**config.mk**
```make
export PLATFORM = sky130hd
export DESIGN_NAME = poly_div
export DESIGN_NICKNAME = d
export VERILOG_FILES = /design/src/rtl/poly_div.sv
export SDC_FILE = /design/constraint.sdc
export NUM_CORES = 1
export LEC_CHECK = 0
export BUFFER_PORTS_ARGS = -buffer_cell sky130_fd_sc_hd__buf_2
export CORE_ASPECT_RATIO = 0.75
export CORE_UTILIZATION = 40
export DETAILED_ROUTE_END_ITERATION = 6
export HOLD_SLACK_MARGIN = 0.1
export SLEW_MARGIN = 30
export SYNTH_ARGS = -nofsm -noshare
export SYNTH_HDL_FRONTEND = slang
export SYNTH_SLANG_ARGS = --single-unit
```
**constraint.sdc**
```tcl
create_clock -name clk -period 3.4 [get_ports clk]
set_clock_uncertainty 0.05 [all_clocks]
set_input_delay 0.17 -clock clk [delete_from_list [all_inputs] [get_ports clk]]
set_output_delay 0.17 -clock clk [all_outputs]
set_load 0.05 [all_outputs]
```
**src/rtl/poly_div.sv**
```systemverilog
// poly_div: sequential synthetic division of a K-coefficient polynomial by the
// monic linear divisor (x + d), all coefficient arithmetic modulo 2^N.
module poly_div #(
  parameter int N = 2,
  parameter int K = 3
) (
  input  logic               clk,
  input  logic               rst,
  input  logic               in_valid,
  output logic               in_ready,
  input  logic [K*N-1:0]     p,
  input  logic [N-1:0]       d,
  output logic               out_valid,
  input  logic               out_ready,
  output logic [(K-1)*N-1:0] q,
  output logic [N-1:0]       r
);

  localparam logic [1:0] IDLE = 2'd0;
  localparam logic [1:0] RUN  = 2'd1;
  localparam logic [1:0] DONE = 2'd2;

  // idx walks K-2 down to 0; keep it at least one bit wide for K=2
  localparam int IW = (K > 2) ? $clog2(K-1) : 1;
  localparam logic [IW-1:0] IDX_TOP = IW'(K-2);

  logic [1:0]     state;
  logic [K*N-1:0] p_reg;
  logic [N-1:0]   d_reg;
  logic [N-1:0]   t;
  logic [N-1:0]   t_next;
  logic [N-1:0]   p_coef;
  logic [N-1:0]   dt;
  logic [IW-1:0]  idx;

  // d*t keeps only its low N bits, and the subtraction wraps mod 2^N
  always_comb begin
    p_coef = p_reg[int'(idx)*N +: N];
    dt     = d_reg * t;
    t_next = p_coef - dt;
  end

  always_ff @(posedge clk) begin
    if (rst) begin
      state <= IDLE;
      p_reg <= '0;
      d_reg <= '0;
      t     <= '0;
      idx   <= '0;
      q     <= '0;
      r     <= '0;
    end else begin
      case (state)
        IDLE: begin
          if (in_valid) begin
            p_reg <= p;
            d_reg <= d;
            t     <= p[K*N-1 -: N];
            idx   <= IDX_TOP;
            state <= RUN;
          end
        end
        RUN: begin
          q[int'(idx)*N +: N] <= t;
          t <= t_next;
          if (idx == '0) begin
            r     <= t_next;
            state <= DONE;
          end else begin
            idx <= idx - IW'(1);
          end
        end
        DONE: begin
          if (out_ready) state <= IDLE;
        end
        default: state <= IDLE;
      endcase
    end
  end

  assign in_ready  = (state == IDLE);
  assign out_valid = (state == DONE);

endmodule

```
* After elaboration in Yosys (flattened, before gate mapping)
Index checks and enable logic that the tools add are counted.
W data, S select, Z words.
** Storage, ports and cells
- Bits in registers :: 19
- Bits of input ports :: 12
- Output and inout bits :: 8
** Operators by class
- Add/subtract/negate cells :: 3
- $mul :: 1
- Eq/ne operators :: 5
- Shift-type cells :: 3
- Muxes and demuxes :: 10
- Bitwise gates (word level) :: 1
- Reductions and logical operators :: 6
** Operators by type and width (count)
- $neg A2 Y33 :: 1
- $shift A2 B33 Y4 const A :: 1
- $shiftx A2 B33 Y4 :: 1
- $mux W2 :: 4
- $pmux W2 S3 :: 1
- $reduce_and A2 Y1 :: 3
- $shiftx A6 B3 Y2 :: 1
- $bwmux W4 :: 1
- $ne A2 B2 Y1 const B :: 2
- $pmux W2 S2 :: 1
- $reduce_and A3 Y1 :: 1
- $eq A2 B1 Y1 const B :: 1
- $eq A2 B2 Y1 const B :: 1
- $logic_not A2 Y1 :: 1
- $mul A2 B2 Y2 :: 1
- $mux W1 :: 2
- $ne A2 B1 Y1 const B :: 1
- $pmux W1 S2 :: 1
- $reduce_bool A2 Y1 :: 1
- $sub A2 B2 Y2 :: 1
- $not A1 Y1 :: 1
- $sub A1 B1 Y1 const B :: 1

* Logic depth before layout (Yosys ltp)
- Depth in word-level cells :: 3
- Gate-level depth with buffers :: 6
- Mapped depth without buffers :: 6

* Least setup slack after synthesis
Ideal clock, no wire load.
- Path kind :: register -> register
- Start point :: register state[1]
- End point :: register state[1]
- Setup time :: 0.066 ns
- Arrival time :: 1.421 ns
- Data required time :: 3.284 ns
- Setup slack :: 1.862 ns
- Cell stages (with the launch flop) :: 4
- Buffers on the path :: 0
- Clock period less this slack :: 1.538 ns
- Cells stage by stage :: dfxtp_1 nor2b_1 a21oi_1 nor2_1
** Between the ends
- Longest elaborated chain between the ends :: 3
- Elaborated cells on any way between the ends :: 8
- Those cells by class :: eq/ne (5); mux (1); reduce/logical (2)
** RTL lines
- start, declared :: line 27 : logic [1:0] state;
- start signal, assigned :: line 45 : state <= IDLE;
- start signal, assigned :: line 60 : state <= RUN;
- start signal, assigned :: line 68 : state <= DONE;
- $eq A2 B2 Y1 (*)
- net out_valid :: line 13 : output logic out_valid,
- $ne A2 B1 Y1 (no source line)
- $reduce_and A3 Y1 (no source line)
The timed path passes the listed nets; every way through them passes the cells marked *.
A chain may end at the register's enable or synchronous reset.

* Final worst setup path
- Start point :: register idx
- End point :: register r[1]
** Between the ends
- Longest elaborated chain between the ends :: 2
- Elaborated cells on any way between the ends :: 4
- Those cells by class :: add/sub (1); shift (1); bitwise (1); reduce/logical (1)
** RTL lines
- start, declared :: line 34 : logic [IW-1:0] idx;
- start signal, assigned :: line 70 : idx <= idx - IW'(1);
- $shiftx A6 B3 Y2 or $not A1 Y1 (tied branches)
- $sub A2 B2 Y2 or $reduce_and A2 Y1 (tied branches)
- end signal, assigned :: line 67 : r <= t_next;
- end, declared :: line 16 : output logic [N-1:0] r
Several ways; a longest one is shown, not always the timed one.

==> qor.csv <==
metric,value,unit
CTS tree,yes,
Num CTS Buffers,3,
antenna violations before repair,0,
die area,2160,um^2
DRT Pass-1 Iters,4,
clock sink total,17,
Switch Pwr,0.000129,W
Max-slew headroom,72.0,%
final slew viol count,0,
top cell type's share of synthesized area,43.1,%
htree depth,1,
final hold violations,0,
synthesized instance count,90,
Slew @ Worst Pin,418,ps
die width,53.3,um
Initial Utilization,44.1,%
CTS Buffer Depth,2,
Yosys cell types,27,
Detailed Route WL,1650,um
Worst Setup End Kind,flop,
Mean Syn Cell Area,8.77,um^2
pin count of the biggest net entering global routing,19,
antenna cells,0,
pwr dens,435,nW/um^2
CTS root buffer,clkbuf_4,
final core utilization,54.2,%
RSZ-0062 raised after global routing,false,
Area after DPL,883,um^2
cell taking the most area after synthesis,dfxtp_1,
Total GRT Usage,18.1,%
P&R area growth vs syn,22.8,%
post-layout min period,1740,ps
Critical Path Fanout Max,6,
Port Buffers,19,
CORE AREA,1790,um^2
#FFs+latches synth,17,
status,"complete, no violations",
post-route cell area,970,um^2
"EDFF count, synth",0,
nets@finish,128,
gpl congestion,0.827,
Final Cycle Share,51.2,%
Finished Layout Cells,136,
Synth Flop Type,dfxtp_1,
max frequency,575,MHz
Routed wire per std cell,12.1,um
max-cap violations,0,
num ports,20,
Synth area leaders,"dfxtp_1 (43%), mux2i_1 (10%), a21oi_1 (5.7%), nor2_1 (4.8%), o21ai_0 (3.8%)",
worst setup path category,reg2reg,
vias per cell,5.08,
Critical Path AT,1880,ps
Synth Warn #,0,
"Remaining Overflow, GRT",0,
Gate power share,20.0,%
worst skew pair latency,290,ps
maximum vdd drop,0.279,mV
Async SR Flop Fraction,0,%
crit path launch type,flop,
Synth top cells by count,"dfxtp_1 (17), nor2_1 (10), a21oi_1 (9)",
Crit path required time,3540,ps
# rows,13,
dpl hpwl,1120,um
Initial DRC Count,13,
Reg power frac,54.2,%
HP Class,in2reg,
DRT antenna net count,0,
drc violations,0,
total number of vias,691,
Post-Syn Area,790,um^2
Die Span Y,40.5,um
dpl cells,126,
Final setup viols,0,
vias in the first global route,553,
share of cells above drive strength 1,21.9,%
Switching Fraction,30.5,%
Min Hold Slack,108,ps
Cell Int Power,0.000293,W
first-pass GRT wire length,2550,um
Syn Nets,103,
Clock power frac,25.8,%
PostCTS Resize Cnt,0,
setup_tns,0,ps
Worst-path clk slew,90,ps
"Seq/Total Area, Yosys",43.1,%
Leakage,0.418,nW
Layout fillers,175,
most frequent cell after synthesis,dfxtp_1,
## what timing repair did
action,4_1_cts,5_1_grt
hold buffers,6,0
buffers inserted,0,0
endpoints found under the hold margin,6,0
## placed cells by master (no fill, tap or decap), types with 3 or more instances in the layout
cell type	Yosys	layout
clkbuf_4	0	3
dlygate4sd3_1	0	6
a21oi_1	9	9
o21ai_0	6	6
nor2_1	10	10
a211oi_1	3	3
dfxtp_1	17	17
inv_1	3	3
nand2_1	8	8
mux2i_1	8	8
buf_2	2	19
## per-layer routing
metal | wire [um] | share of wire [%] | vias to the layer above | track usage, %
li1 | - | - | 359 | -
met1 | 901 | 55 | 313 | 23.4
met2 | 632 | 38 | 14 | 25.0
met3 | 83 | 5.0 | 5 | 7.95
met4 | 29 | 1.8 | 0 | 9.87
met5 | 0 | 0 | - | 0
## kinds of logic (layout without fill, tap and decap cells)
| group | count (synthesis) | after routing | synth area share, % |
|---|---|---|---|
| adder cells (fa/ha/maj) | 1 | 1 | 1.58 |
| buffers and inverters | 8 | 32 | 5.07 |
| AO/OA/AOI/OAI | 25 | 25 | 20.0 |
| XOR/XNOR | 1 | 1 | 1.11 |
| AND/OR/NAND/NOR | 30 | 30 | 19.0 |
| flip-flops | 17 | 17 | 43.1 |
| multiplexers | 8 | 8 | 10.1 |
## per-stage QoR
stage | power [W] | worst slack, ps
after global routing | 0.000443 | 1520
after CTS | 0.000425 | 1650
after floorplan | 0.000292 | 1860
after detailed placement | 0.000311 | 1680
final | 0.000422 | 1660
after global placement | 0.000311 | 1690
## final cells by class
class                      instances  area (um^2)  share of cell area [%]
inverter                           3         11.3                    1.16
clock buffer                       4         26.3                    2.71
tap                               22         27.5                    2.84
sequential                        17          340                    35.1
multi-input combinational         65          409                    42.2
timing repair buffer              25          155                    16.0
## path summary, 6_finish.rpt
check | slack (ps) | from | cells after the start | to
max | 1660 | idx | 6 | r[1]
min | 110 | out_ready | 4 | state[1]
max reg2reg | 1660 | idx | 6 | r[1]
min reg2reg | 430 | r[1] | 2 | r[1]
## critical path, cell delays in order, from the launching register on
cell and delay (ps):
dfxtp_1 480, mux2i_1 270, ha_1 180, a21bo_2 240, and3b_1 190, mux2i_1 140, o21ai_1 80
## power by group through the flow
stage	sequential (W)	clock [W]	combinational (W)
final	0.000228	0.000109	0.0000844
after floorplan	0.000237	0	0.0000551
after detailed placement	0.000233	0	0.0000783
after global routing	0.000231	0.000120	0.0000915
after CTS	0.000228	0.000112	0.0000840
after global placement	0.000233	0	0.0000785
Note: power is estimated with default switching activity, not from simulation.
